$ cat src/rtl/pbit_update_sequencer_pkg.sv
// Shared types, mode encodings and elaboration-time parameter helpers for the
// p-bit update sequencer.
package pbit_seq_pkg;

    typedef enum logic [1:0] {
        ST_IDLE = 2'd0,
        ST_HOLD = 2'd1,
        ST_GAP  = 2'd2
    } seq_state_e;

    localparam logic MODE_RR    = 1'b0;
    localparam logic MODE_COLOR = 1'b1;

    // Counter must hold the largest of the two phase lengths.
    function automatic int cnt_width(input int hold_cycles, input int gap_cycles);
        int longest;
        longest = (hold_cycles > gap_cycles) ? hold_cycles : gap_cycles;
        return (longest < 1) ? 1 : $clog2(longest + 1);
    endfunction

    function automatic bit params_ok(input int n_pbits, input int hold_cycles,
                                     input int gap_cycles);
        return (n_pbits >= 2) && (hold_cycles >= 1) && (gap_cycles >= 0);
    endfunction

endpackage

$ cat src/rtl/pbit_update_sequencer_if.sv
// Control/status bundle between the system controller (master) and the
// update sequencer (slave).
interface pbit_update_sequencer_if #(
    parameter int N_PBITS = 3,
    parameter int IDX_W   = $clog2(N_PBITS)
);
    logic               EN;
    logic               MODE;
    logic [N_PBITS-1:0] SKIP_MASK;
    logic [N_PBITS-1:0] COLOR_MASK;
    logic [N_PBITS-1:0] UPDATE_SEQ;
    logic [IDX_W-1:0]   ACTIVE_IDX;
    logic               SWEEP_DONE;
    logic               BUSY;

    modport master (
        output EN, MODE, SKIP_MASK, COLOR_MASK,
        input  UPDATE_SEQ, ACTIVE_IDX, SWEEP_DONE, BUSY
    );

    modport slave (
        input  EN, MODE, SKIP_MASK, COLOR_MASK,
        output UPDATE_SEQ, ACTIVE_IDX, SWEEP_DONE, BUSY
    );
endinterface

$ cat src/rtl/pbit_update_sequencer_next_slot.sv
// Combinational round-robin finder: lowest eligible index strictly above idx_i,
// wrapping to the lowest eligible index overall when none is above.
module pbit_next_slot #(
    parameter int N_PBITS = 3,
    parameter int IDX_W   = $clog2(N_PBITS)
) (
    input  logic [IDX_W-1:0]   idx_i,
    input  logic [N_PBITS-1:0] mask_i,
    output logic [IDX_W-1:0]   next_idx_o,
    output logic               wrap_o,
    output logic               empty_o
);

    logic [IDX_W-1:0] above_idx_s;
    logic [IDX_W-1:0] low_idx_s;
    logic             above_found_s;

    // Downward scan: the last hit written is the lowest qualifying index.
    always_comb begin
        above_idx_s   = '0;
        low_idx_s     = '0;
        above_found_s = 1'b0;
        for (int i = N_PBITS - 1; i >= 0; i--) begin
            low_idx_s     = mask_i[i] ? IDX_W'(i) : low_idx_s;
            above_idx_s   = (mask_i[i] && (i > int'(idx_i))) ? IDX_W'(i) : above_idx_s;
            above_found_s = above_found_s | (mask_i[i] && (i > int'(idx_i)));
        end
    end

    assign next_idx_o = above_found_s ? above_idx_s : low_idx_s;
    assign wrap_o     = ~above_found_s;
    assign empty_o    = (mask_i == '0);

endmodule

$ cat src/rtl/pbit_update_sequencer.sv
// Update-enable sequencer for a p-bit array: round-robin one-hot or two-colour
// group strobes, each held HOLD_CYCLES and followed by GAP_CYCLES of silence.
module pbit_update_sequencer
    import pbit_seq_pkg::*;
#(
    parameter int N_PBITS     = 3,
    parameter int HOLD_CYCLES = 2,
    parameter int GAP_CYCLES  = 1,
    parameter int IDX_W       = $clog2(N_PBITS)
) (
    input  logic                     CLK,
    input  logic                     RST_N,
    pbit_update_sequencer_if.slave   bus
);

    localparam int               CNT_W     = cnt_width(HOLD_CYCLES, GAP_CYCLES);
    localparam logic [CNT_W-1:0] HOLD_LAST = CNT_W'(HOLD_CYCLES - 1);
    localparam logic [CNT_W-1:0] GAP_LAST  = (GAP_CYCLES > 0) ? CNT_W'(GAP_CYCLES - 1) : '0;
    localparam bit               HAS_GAP   = (GAP_CYCLES > 0);
    localparam logic [IDX_W-1:0] LAST_IDX  = IDX_W'(N_PBITS - 1);
    localparam logic [N_PBITS-1:0] ONE_HOT0 = {{(N_PBITS-1){1'b0}}, 1'b1};

    if (!params_ok(N_PBITS, HOLD_CYCLES, GAP_CYCLES)) begin : g_param_check
        $error("pbit_update_sequencer: illegal parameter set");
    end

    seq_state_e         state_q, state_d, state_p;
    logic [CNT_W-1:0]   cnt_q, cnt_d, cnt_p;
    logic [IDX_W-1:0]   idx_q, idx_d;
    logic               mode_q, mode_d;
    logic [N_PBITS-1:0] skip_q, skip_d;
    logic [N_PBITS-1:0] color_q, color_d;
    logic [N_PBITS-1:0] upd_q, upd_d;
    logic               sweep_q, sweep_d;
    logic               busy_q, busy_d;

    logic               slot_end_s;
    logic               start_new_s;

    // Live configuration: used only when a fresh sweep is latched.
    logic [N_PBITS-1:0] live_a_s, live_b_s;
    logic [IDX_W-1:0]   live_rr_first_s, live_first_s;
    logic               live_rr_empty_s, live_empty_s;
    logic               live_wrap_unused;

    assign live_a_s = bus.COLOR_MASK & ~bus.SKIP_MASK;
    assign live_b_s = ~bus.COLOR_MASK & ~bus.SKIP_MASK;

    pbit_next_slot #(.N_PBITS(N_PBITS), .IDX_W(IDX_W)) u_first_slot (
        .idx_i      (LAST_IDX),
        .mask_i     (~bus.SKIP_MASK),
        .next_idx_o (live_rr_first_s),
        .wrap_o     (live_wrap_unused),
        .empty_o    (live_rr_empty_s)
    );

    assign live_first_s = (bus.MODE == MODE_RR) ? live_rr_first_s
                        : ((live_a_s != '0) ? '0 : IDX_W'(1));
    assign live_empty_s = (bus.MODE == MODE_RR) ? live_rr_empty_s
                        : ((live_a_s == '0) && (live_b_s == '0));

    // Successor of the current slot within the latched list.
    logic [N_PBITS-1:0] lat_b_s;
    logic [IDX_W-1:0]   cur_rr_next_s, cur_next_s;
    logic               cur_wrap_s, cur_empty_s, cur_last_s;

    assign lat_b_s = ~color_q & ~skip_q;

    pbit_next_slot #(.N_PBITS(N_PBITS), .IDX_W(IDX_W)) u_cur_slot (
        .idx_i      (idx_q),
        .mask_i     (~skip_q),
        .next_idx_o (cur_rr_next_s),
        .wrap_o     (cur_wrap_s),
        .empty_o    (cur_empty_s)
    );

    assign cur_next_s = (mode_q == MODE_RR) ? cur_rr_next_s : IDX_W'(1);
    assign cur_last_s = (mode_q == MODE_RR) ? (cur_wrap_s || cur_empty_s)
                      : ((idx_q != '0) || (lat_b_s == '0));

    // Phase progression inside a slot, ignoring what follows the slot.
    always_comb begin
        state_p    = state_q;
        cnt_p      = cnt_q;
        slot_end_s = 1'b0;
        case (state_q)
            ST_HOLD: begin
                if (cnt_q == HOLD_LAST) begin
                    if (HAS_GAP) begin
                        state_p = ST_GAP;
                        cnt_p   = '0;
                    end else begin
                        slot_end_s = 1'b1;
                    end
                end else begin
                    cnt_p = cnt_q + CNT_W'(1);
                end
            end
            ST_GAP: begin
                if (cnt_q == GAP_LAST) begin
                    slot_end_s = 1'b1;
                end else begin
                    cnt_p = cnt_q + CNT_W'(1);
                end
            end
            default: begin
                state_p = ST_IDLE;
                cnt_p   = '0;
            end
        endcase
    end

    assign start_new_s = bus.EN && ((state_q == ST_IDLE) || (slot_end_s && cur_last_s));

    // Slot sequencing: latch a new list, advance within it, or return to idle.
    always_comb begin
        state_d = state_p;
        cnt_d   = cnt_p;
        idx_d   = idx_q;
        mode_d  = mode_q;
        skip_d  = skip_q;
        color_d = color_q;
        if (start_new_s) begin
            mode_d  = bus.MODE;
            skip_d  = bus.SKIP_MASK;
            color_d = bus.COLOR_MASK;
            cnt_d   = '0;
            if (live_empty_s) begin
                state_d = ST_IDLE;
                idx_d   = '0;
            end else begin
                state_d = ST_HOLD;
                idx_d   = live_first_s;
            end
        end else if (slot_end_s) begin
            cnt_d = '0;
            if (!bus.EN) begin
                state_d = ST_IDLE;
                idx_d   = '0;
            end else begin
                state_d = ST_HOLD;
                idx_d   = cur_next_s;
            end
        end else begin
            state_d = state_p;
            cnt_d   = cnt_p;
        end
    end

    // Whether the slot occupied next cycle is the last of its sweep.
    logic [N_PBITS-1:0] new_a_s, new_b_s;
    logic [IDX_W-1:0]   new_next_unused;
    logic               new_wrap_s, new_empty_s, new_last_s;

    assign new_a_s = color_d & ~skip_d;
    assign new_b_s = ~color_d & ~skip_d;

    pbit_next_slot #(.N_PBITS(N_PBITS), .IDX_W(IDX_W)) u_new_slot (
        .idx_i      (idx_d),
        .mask_i     (~skip_d),
        .next_idx_o (new_next_unused),
        .wrap_o     (new_wrap_s),
        .empty_o    (new_empty_s)
    );

    assign new_last_s = (mode_d == MODE_RR) ? (new_wrap_s || new_empty_s)
                      : ((idx_d != '0) || (new_b_s == '0));

    // Strobe pattern for the upcoming cycle.
    always_comb begin
        upd_d = '0;
        if (state_d == ST_HOLD) begin
            if (mode_d == MODE_RR) begin
                upd_d = ONE_HOT0 << idx_d;
            end else if (idx_d == '0) begin
                upd_d = new_a_s;
            end else begin
                upd_d = new_b_s;
            end
        end else begin
            upd_d = '0;
        end
    end

    assign sweep_d = new_last_s &&
                     (((state_d == ST_GAP) && (cnt_d == GAP_LAST)) ||
                      ((state_d == ST_HOLD) && !HAS_GAP && (cnt_d == HOLD_LAST)));
    assign busy_d  = (state_d != ST_IDLE);

    // State, latched configuration and registered outputs.
    always_ff @(posedge CLK or negedge RST_N) begin
        if (!RST_N) begin
            state_q <= ST_IDLE;
            cnt_q   <= '0;
            idx_q   <= '0;
            mode_q  <= MODE_RR;
            skip_q  <= '0;
            color_q <= '0;
            upd_q   <= '0;
            sweep_q <= 1'b0;
            busy_q  <= 1'b0;
        end else begin
            state_q <= state_d;
            cnt_q   <= cnt_d;
            idx_q   <= idx_d;
            mode_q  <= mode_d;
            skip_q  <= skip_d;
            color_q <= color_d;
            upd_q   <= upd_d;
            sweep_q <= sweep_d;
            busy_q  <= busy_d;
        end
    end

    assign bus.UPDATE_SEQ = upd_q;
    assign bus.ACTIVE_IDX = idx_q;
    assign bus.SWEEP_DONE = sweep_q;
    assign bus.BUSY       = busy_q;

endmodule

$ cat src/flat_wrapper.sv
// flat-port wrapper written by rule: the top's interface ports become plain ports
module pbit_update_sequencer_flat import pbit_seq_pkg::*;
#(
    parameter int N_PBITS     = 3,
    parameter int HOLD_CYCLES = 2,
    parameter int GAP_CYCLES  = 1,
    parameter int IDX_W       = $clog2(N_PBITS)
)
  (CLK, RST_N, bus_EN, bus_MODE, bus_SKIP_MASK, bus_COLOR_MASK, bus_UPDATE_SEQ, bus_ACTIVE_IDX, bus_SWEEP_DONE, bus_BUSY);
  pbit_update_sequencer_if #(.N_PBITS(N_PBITS), .IDX_W(IDX_W)) bus_i ();
  input  logic CLK;
  input  logic RST_N;
  input wire logic [$bits(bus_i.EN)-1:0] bus_EN;
  input wire logic [$bits(bus_i.MODE)-1:0] bus_MODE;
  input wire logic [$bits(bus_i.SKIP_MASK)-1:0] bus_SKIP_MASK;
  input wire logic [$bits(bus_i.COLOR_MASK)-1:0] bus_COLOR_MASK;
  output wire logic [$bits(bus_i.UPDATE_SEQ)-1:0] bus_UPDATE_SEQ;
  output wire logic [$bits(bus_i.ACTIVE_IDX)-1:0] bus_ACTIVE_IDX;
  output wire logic [$bits(bus_i.SWEEP_DONE)-1:0] bus_SWEEP_DONE;
  output wire logic [$bits(bus_i.BUSY)-1:0] bus_BUSY;
  assign bus_i.EN = bus_EN;
  assign bus_i.MODE = bus_MODE;
  assign bus_i.SKIP_MASK = bus_SKIP_MASK;
  assign bus_i.COLOR_MASK = bus_COLOR_MASK;
  assign bus_UPDATE_SEQ = bus_i.UPDATE_SEQ;
  assign bus_ACTIVE_IDX = bus_i.ACTIVE_IDX;
  assign bus_SWEEP_DONE = bus_i.SWEEP_DONE;
  assign bus_BUSY = bus_i.BUSY;
  pbit_update_sequencer #(.N_PBITS(N_PBITS), .HOLD_CYCLES(HOLD_CYCLES), .GAP_CYCLES(GAP_CYCLES), .IDX_W(IDX_W)) u_core (.CLK(CLK), .RST_N(RST_N), .bus(bus_i));
endmodule
$ cat config.mk
export PLATFORM = sky130hd
export DESIGN_NAME = pbit_update_sequencer_flat
export DESIGN_NICKNAME = d
export VERILOG_FILES = /design/src/rtl/pbit_update_sequencer_pkg.sv /design/src/rtl/pbit_update_sequencer_if.sv /design/src/rtl/pbit_update_sequencer_next_slot.sv /design/src/rtl/pbit_update_sequencer.sv /design/src/flat_wrapper.sv
export SDC_FILE = /design/constraint.sdc
export NUM_CORES = 1
export LEC_CHECK = 0
export CORE_UTILIZATION = 55
export DETAILED_ROUTE_END_ITERATION = 7
export PLACE_DENSITY = 0.79
export SYNTH_ARGS = -nofsm -noshare
export SYNTH_HDL_FRONTEND = slang
export SYNTH_SLANG_ARGS = --single-unit
export TNS_END_PERCENT = 5
$ cat constraint.sdc
create_clock -name CLK -period 5.6 [get_ports CLK]
set_input_delay 0.84 -clock CLK [delete_from_list [all_inputs] [get_ports CLK]]
set_output_delay 0.84 -clock CLK [all_outputs]
set_load 0.1 [all_outputs]
# Yosys cells after proc, flatten, opt, wreduce, memory -nomap -nowiden

Cells that the tools add are included.

Input port bits: 10
Bits in registers: 18
Word-level logic and storage cells: 102
Output and inout bits: 7

Add/subtract/negate cells: 1
Magnitude comparators: 4
Mux-type cells: 38
Shift operators: 1
Bitwise gates (word level): 15
Reductions and logical operators: 29
Equality and inequality tests: 5

Operator list:

| cell                  | count |
|---|---|
| $mux W2               | 22 |
| $logic_not A3 Y1      | 7 |
| $not A3 Y3            | 6 |
| $and A3 B3 Y3         | 5 |
| $mux W3               | 5 |
| $logic_and A1 B1 Y1   | 9 |
| $mux W1               | 9 |
| $logic_not A2 Y1      | 4 |
| $pmux W2 S2           | 2 |
| $eq A2 B1 Y1 const B  | 3 |
| $reduce_bool A2 Y1    | 3 |
| $logic_or A1 B1 Y1    | 5 |
| $eq A2 B2 Y1 const B  | 2 |
| $gt A1 B2 Y1 const A  | 2 |
| $gt A2 B2 Y1 const A  | 2 |
| $reduce_bool A3 Y1    | 1 |
| $shl A1 B2 Y3 const A | 1 |
| $add A2 B1 Y2 const B | 1 |
| $not A1 Y1            | 2 |
| $or A1 B1 Y1          | 2 |

# Depth between registers and ports, before layout

Gate-level depths: netlist of run 1.

Depth after elaboration: 17
Depth in mapped cells: 10
Gate-level depth less buffers: 8

# By module

Synthesis of run 1 repeated with hierarchy kept, for this count alone.

Cell total of the unflattened synthesis: 166
Area total of the unflattened synthesis: 1,443.9 um^2

Modules (own cells, without submodules):

| module                | sequential area each (um^2) | area an instance (um^2) | instances | cells an instance |
|---|---|---|---|---|
| pbit_update_sequencer | 450.4                       | 1,271.2                 | 1         | 139 |
| pbit_next_slot        | 0.0                         | 57.6                    | 3         | 9 |

# Worst setup path after synthesis of run 1

OpenSTA, ideal clock, no wires.

Path type: register to register
Start: register u_core.idx_q[0] (netlist: u_core.bus.ACTIVE_IDX[0])
End: register u_core.upd_q[0] (netlist: u_core.bus.UPDATE_SEQ[0])
Path buffers: 1
Required time: 5.480 ns
Arrival: 2.499 ns
Path slack: 2.981 ns
Cell stages (with the launch flop): 8
Clock period less this slack: 2.619 ns
Library setup time: 0.120 ns
Cells stage by stage: dfrtp_1 > o21ai_1 > a21boi_1 > a21o_1 > buf_6 > mux2_4 > or2_0 > o211a_1

Elaborated cells on any way between the ends: 34
Those cells by class: order compare (2); eq/ne (1); shift (1); mux (15); bitwise (6); reduce/logical (9)

RTL lines:

| element                                              | RTL line                     | source |
|---|---|---|
| from (decl)                                          | pbit_update_sequencer.sv:29  | `logic [IDX_W-1:0] idx_q, idx_d;` |
| from (signal assigned)                               | pbit_update_sequencer.sv:205 | `idx_q <= idx_d;` |
| branches (longest 9 deep; another with $gt A2 B2 Y1) | --                           |  |
| $mux W2 *                                            | pbit_update_sequencer.sv:123 | `if (start_new_s) begin` |
| named net u_core.idx_d[1]                            | pbit_update_sequencer.sv:29  |  |
| $logic_not A2 Y1                                     | pbit_update_sequencer.sv:175 | `end else if (idx_d == '0) begin` |
| $mux W3                                              | pbit_update_sequencer.sv:175 |  |
| $mux W3 *                                            | pbit_update_sequencer.sv:173 | `if (mode_d == MODE_RR) begin` |
| $mux W3 *                                            | pbit_update_sequencer.sv:172 | `if (state_d == ST_HOLD) begin` |
| named net u_core.upd_d[0]                            | pbit_update_sequencer.sv:33  | `logic [N_PBITS-1:0] upd_q, upd_d;` |
| to (signal assigned)                                 | pbit_update_sequencer.sv:209 | `upd_q <= upd_d;` |
| to (decl)                                            | pbit_update_sequencer.sv:33  |  |

Mark *: on every way through the listed nets, which the timed path passes.

# Final worst setup path of run 1

Start: input port bus_EN
End: register u_core.upd_q[0] (netlist: u_core.bus.UPDATE_SEQ[0])

Word-level cells in the longest chain between the ends: 7
Elaborated cells on any way between the ends: 20
Those cells by class: eq/ne (1); shift (1); mux (12); bitwise (4); reduce/logical (2)

Ends and longest elaborated chain:

| element                   | RTL line                     | source |
|---|---|---|
| from (decl)               | flat_wrapper.sv:13           | `input wire logic [$bits(bus_i.EN)-1:0] bus_EN;` |
| $mux W2                   | pbit_update_sequencer.sv:137 | `if (!bus.EN) begin` |
| $mux W2                   | pbit_update_sequencer.sv:135 | `end else if (slot_end_s) begin` |
| $mux W2 *                 | pbit_update_sequencer.sv:123 |  |
| named net u_core.idx_d[1] | pbit_update_sequencer.sv:29  |  |
| $logic_not A2 Y1          | pbit_update_sequencer.sv:175 |  |
| $mux W3                   | pbit_update_sequencer.sv:175 |  |
| $mux W3 *                 | pbit_update_sequencer.sv:173 |  |
| $mux W3 *                 | pbit_update_sequencer.sv:172 |  |
| named net u_core.upd_d[0] | pbit_update_sequencer.sv:33  |  |

Mark *: on every way through the listed nets, which the timed path passes. The rest lies on a longest branch.

==> results of run 1 <==
==> metrics by stage <==
stage               worst slack, ps  hold slack, ps  cells  total power (W)  instance area (um2)
detailed placement             2210             546    205         0.000405                 1580
floorplan                      2980             511    170         0.000351                 1450
finish                         2480             574    208         0.000471                 1600
global route                   2390             624    208         0.000500                 1600
global placement               2360             549    205         0.000398                 1580
CTS                            2530             572    208         0.000470                 1600
==> state kept, by name, summed over array words and instances, names as in the netlist, 2 cells and up <==
signal	flops
u_core.skip_q	3
u_core.color_q	3
u_core.cnt_q	2
u_core.bus.ACTIVE_IDX	2
u_core.bus.UPDATE_SEQ	3
u_core.state_q	2
==> path summary, 6_finish.rpt <==
path	endpoint	slack, ps	depth (start not counted)
worst max-delay path	u_core.bus.UPDATE_SEQ[0]$_DFF_PN0_	2480	6
worst min-delay path	u_core.color_q[2]$_DFF_PN0_	570	2
worst max register to register	u_core.bus.UPDATE_SEQ[0]$_DFF_PN0_	2740	8
worst min register to register	u_core.color_q[2]$_DFF_PN0_	570	2
max in group asynchronous	u_core.skip_q[0]$_DFF_PN0_	4070	1
min in group asynchronous	u_core.mode_q$_DFF_PN0_	1020	1
==> critical path, delay by kind of cell <==
family	cells	cell delay [ps]
AO/OA/AOI/OAI	3	1150
buffers and inverters	1	690
multiplexers	1	380
AND/OR/NAND/NOR	1	230
==> layer usage <==
layer / share of wire (%) / vias up / GRT usage, %
met5: 0 / - / 0
met4: 1.1 / 0 / 8.33
met3: 7.6 / 6 / 4.60
met2: 47 / 67 / 44.8
met1: 44 / 667 / 42.9
li1: - / 654 / -
==> final cells by class <==
type                       instances  area, um2
clock buffer                       3       22.5
inverter                          10       37.5
tap                               30       37.5
timing repair buffer              16        160
sequential                        18        450
multi-input combinational        131        895
fill                             223        875
==> report_power, final <==
| part | total, W | leakage (nW) | switching (W) | internal [W] |
|---|---|---|---|---|
| clock network | 0.0000648 | 0.0138 | 0.0000398 | 0.0000250 |
| logic | 0.000224 | 0.451 | 0.000149 | 0.0000753 |
| registers | 0.000182 | 0.233 | 0.0000323 | 0.000150 |
==> synthesized netlist by cell type (2+ instances only) <==
master    count
a211oi_1      4
a21o_1        3
a21oi_1       5
a22oi_1       2
and3_1        4
buf_2         4
buf_6         2
clkbuf_1      4
dfrtp_1      18
ha_1          8
inv_1        10
mux2i_1       2
nand2_1      21
nor2_1       14
nor2b_1       5
nor3_1        5
nor4b_1       2
o211a_1       2
o211ai_1      2
o21a_1        2
o21ai_0      10
o21ai_1       2
o221a_2       2
o22ai_1       3
o22ai_2       2
o311ai_0      3
o31ai_1       2
==> cells by family (layout without fill, tap and decap cells) <==
logic type	count (synthesis)	in the layout	synth area share (%)
buffers and inverters	21	29	7.09
multiplexers	4	4	3.37
flip-flops	18	18	31.1
adder cells (fa/ha/maj)	8	8	6.91
AND/OR/NAND/NOR	60	60	20.8
AO/OA/AOI/OAI	59	59	30.7
==> metrics, run 1 <==
pwr/cell area 294 mW/mm2; Area growth syn-to-layout 10.7%; worst hold path type reg -> reg; HP Start u_core.color_q[2]$_DFF_PN0_; Root Driver clkbuf_4; largest net degree at the start of global routing 20; Area contributors post-synth dfrtp_1, ha_1, nand2_1; routed wire length per instance 18.2 um; Final setup viols 0; Clock Skews 5.78 ps; DIE AREA 0.00284 mm2; most common cell after layout, fill and taps aside nand2_1; Top FF cell, synth dfrtp_1; min cycle time layout 3120 ps; DR vias 1394; routability cong. 0.950; clock sinks 18; CP startpoint bus_EN; Max Root-Sink Buffers 2; worst r2r src u_core.state_q[0]$_DFF_PN0_; yosys warns 0; Pleak 0.698 nW; Routed Antenna Nets 0; Max Cap Viol 0; Crit path required time 5770 ps; CTS tree built; Max VDD drop 203 uV; antenna cells 0; die height 53.3 um; most frequent cells in the layout nand2_1, dfrtp_1, clkdlybuf4s50_1; CP max FO 19; Tot GR Track Use 29.7%; EDFF count, synth 0; setup TNS 0 ps; clk_lat worst skew 290 ps; Initial Util 58.4%; DR pass1 iterations 4; vias in the first global route 1251; cell taking the most area after synthesis dfrtp_1; Setup crit end kind flop; # nets final 198; CP Cell Sequence clkdlybuf4s50_1 > a21boi_1 > a21o_1 > mux2_4 > or2_0 > o211a_1; Iter 0 DRT Violations 58; Die X 53.3 um; headroom to the max-slew limit 35.1%; Max Freq 0.321 GHz; sequential-to-total area share from yosys stat 31.1%; final hold violation count 0; postcts setup bufs 0; Pins Over Slew Limit 0; H-tree levels 1; Final Util 64.7%; worst stage delay on the critical path 690 ps; Mapped Area 0.00145 mm2; first-pass GRT wire length 5.96 mm; cts repair resizes 0; startpoint type of the worst setup path input port; grt ovf 0; Synth Register Bits 18; Worst EP arrival 3290 ps; initial antenna violation count 0; IO Count 17; Synth Net Count 188; share of the synthesized area in the top cell type 31.1%; Worst path slowest cell clkdlybuf4s50_1; Remaining DRCs 0; Port Buf Inserts 16; share of cells above drive strength 1 6.18%; Mapped Cells 170; core box area 0.00248 mm2; clk slew on worst S/H paths 110 ps; WS Path Type in -> reg; total CTS buffers 3; final WL 3.79 mm; post-synthesis area per instance 8.52 um2; hold buffer count at CTS 0; period utilization 55.7%; vias per cell 6.70; RSZ-0062 raised after global routing false; worst-margin pin slew 971 ps; Netlist cell types 54; status complete, no violations; hpwl dp 2.91 mm; ys async rst share 100%; # rows 18
Note: power is estimated with default switching activity, not from simulation.
==> inputs of run 2 (changes only) <==
CORE_UTILIZATION = 50   (was 55)
PLACE_DENSITY = 0.75   (was 0.79)
clock period = 2.7 ns   (was 5.6 ns; I/O delays follow)
==> run 2 against run 1 <==
Compared with the run above: final cell count grew 3.8%; non-clock buffer count grew 6; sequential share of layout area shrank 0.75 points.
==> metrics, run 2 (synthesized netlist as in run 1, its figures left out) <==
status complete, no violations (unchanged); vias in the first global route 1334 (was 1251); WS Path Type reg -> reg (was in -> reg); H-tree levels 1 (unchanged); postcts setup bufs 0 (unchanged); vias per cell 6.74 (was 6.70); die height 55.8 um (was 53.3 um); final WL 3.89 mm (was 3.79 mm); first-pass GRT wire length 6.63 mm (was 5.96 mm); # nets final 204 (was 198); Max VDD drop 374 uV (was 203 uV); hpwl dp 2.90 mm (was 2.91 mm); overall power 0.00103 W (was 0.000471 W); clk slew on worst S/H paths 110 ps (about the same); Setup crit end kind flop (unchanged); Worst EP arrival 2730 ps (was 3290 ps); clk_lat worst skew 310 ps (was 290 ps); routability cong. 0.905 (was 0.950); clock group share of total power 17.1% (was 13.8%); Pint 0.000555 W (was 0.000250 W); Remaining DRCs 0 (unchanged); worst hold path type in -> async (was reg -> reg); Tot GR Track Use 27.3% (was 29.7%); headroom to the max-slew limit 42.2% (was 35.1%); grt ovf 0 (unchanged); most frequent cells in the layout nand2_1, dfrtp_1, nor2_1 (was nand2_1, dfrtp_1, clkdlybuf4s50_1); Max Cap Viol 0 (unchanged); CP max FO 8 (was 19); Max Freq 0.396 GHz; initial antenna violation count 0 (unchanged); RSZ-0062 raised after global routing false (unchanged); most common cell after layout, fill and taps aside nand2_1 (unchanged); Pleak 0.744 nW (was 0.698 nW); FF/Latch Area 450 um2 (unchanged); Net Sw Power 0.000474 W (was 0.000221 W); Worst path slowest cell dfrtp_1 (was clkdlybuf4s50_1); Iter 0 DRT Violations 87 (was 58); worst-margin pin slew 865 ps (was 971 ps); worst stage delay on the critical path 420 ps (was 690 ps); Final setup viols 0 (unchanged); Area growth syn-to-layout 13.7% (was 10.7%); IO Count 17 (unchanged); final hold violation count 0 (unchanged); Switching Fraction 46.0% (was 46.9%); Port Buf Inserts 16 (unchanged); Logic pwr share 46.8% (was 47.6%); Pins Over Slew Limit 0 (unchanged); largest net degree at the start of global routing 19 (was 20); core box area 0.00276 mm2 (was 0.00248 mm2); DIE AREA 0.00311 mm2 (was 0.00284 mm2); Hold Slack 576 ps (was 574 ps); setup TNS 0 ps (unchanged); share of cells above drive strength 1 14.1% (was 6.18%); Die X 55.8 um (was 53.3 um); DR vias 1455 (was 1394); area post-placement 0.00161 mm2 (was 0.00158 mm2); CTS tree built (unchanged); min cycle time layout 2520 ps; Max Root-Sink Buffers 2 (unchanged); Root Driver clkbuf_4 (unchanged); period utilization 93.5%; reg2reg path depth 9 (was 8); antenna cells 0 (unchanged); Routed Antenna Nets 0 (unchanged); Seq pwr share 36.1% (was 38.7%); routed wire length per instance 18.0 um (was 18.2 um); clock sinks 18 (unchanged); startpoint type of the worst setup path flop (was input port); total CTS buffers 3 (unchanged); Clock Skews 1.45 ps (was 5.78 ps); Multi-input gate area 896 um2 (was 895 um2); FILL cells 263 (was 223); DR pass1 iterations 4 (unchanged); CP Cell Sequence inv_1 > ha_1 > nand2_2 > buf_4 > a211oi_1 > a32o_1 > o221a_2 > o32ai_1 > a22o_1 (was clkdlybuf4s50_1 > a21boi_1 > a21o_1 > mux2_4 > or2_0 > o211a_1); pwr/cell area 625 mW/mm2 (was 294 mW/mm2); # rows 19 (was 18); Finished Cell Area 0.00165 mm2 (was 0.00160 mm2); Initial Util 52.5% (was 58.4%); Crit path required time 2910 ps (was 5770 ps)
## run 2: metrics by stage
step                      std cells  setup WS, ps  util [%]
after floorplan                 170          81.1         -
after global placement          212           220      58.3
after detailed placement        212           159      58.3
after CTS                       216           152      59.7
after global routing            216          35.8      59.7
final                           216           176      59.7
## run 2: cell type report
type | instances | area share (%)
Inverter | 10 | 2.28
Clock buffer | 4 | 2.20
Tap cell | 31 | 2.36
Timing Repair Buffer | 22 | 11.4
Sequential cell | 18 | 27.4
Multi-Input combinational cell | 131 | 54.4
## run 2: repair_timing
| action | 4_1_cts | 5_1_grt |
|---|---|---|
| endpoints found under the setup margin | 0 | 3 |
| hold buffers | 0 | 0 |
| resized for setup | 0 | 1 |
## run 2: power groups by stage
| stage | clock, W | sequential, W | combinational [W] |
|---|---|---|---|
| after floorplan | 0 | 0.000455 | 0.000274 |
| after global placement | 0 | 0.000372 | 0.000464 |
| after detailed placement | 0 | 0.000375 | 0.000468 |
| after CTS | 0.000175 | 0.000370 | 0.000474 |
| after global routing | 0.000190 | 0.000377 | 0.000513 |
| final | 0.000175 | 0.000372 | 0.000482 |
## run 2: path summary, 6_finish.rpt
check	start	end	slack (ps)
min in group CLK	u_core.color_q[1]$_DFF_PN0_	u_core.color_q[1]$_DFF_PN0_	590
hold / removal	RST_N	u_core.bus.SWEEP_DONE$_DFF_PN0_	580
setup reg to reg	u_core.state_q[0]$_DFF_PN0_	u_core.bus.UPDATE_SEQ[2]$_DFF_PN0_	180
max in group asynchronous	RST_N	u_core.skip_q[2]$_DFF_PN0_	1590
setup / recovery	u_core.state_q[0]$_DFF_PN0_	u_core.bus.UPDATE_SEQ[2]$_DFF_PN0_	180
hold reg to reg	u_core.color_q[1]$_DFF_PN0_	u_core.color_q[1]$_DFF_PN0_	590
## run 2: layer usage
layer / part of all wire (%) / GRT usage (%) / vias up / wire length [um]
li1: - / - / 660 / -
met5: 0 / 0 / - / 0
met3: 10 / 3.95 / 11 / 395
met2: 46 / 42.3 / 97 / 1790
met4: 2.5 / 11.1 / 0 / 96
met1: 41 / 38.3 / 687 / 1610
## run 2: critical path: cells and delay by family, from the launching register on
kind                     cells  cell delay [ps]
adder cells (fa/ha/maj)      1              330
AND/OR/NAND/NOR              1              100
AO/OA/AOI/OAI                5             1260
flip-flops                   1              420
buffers and inverters        2              300
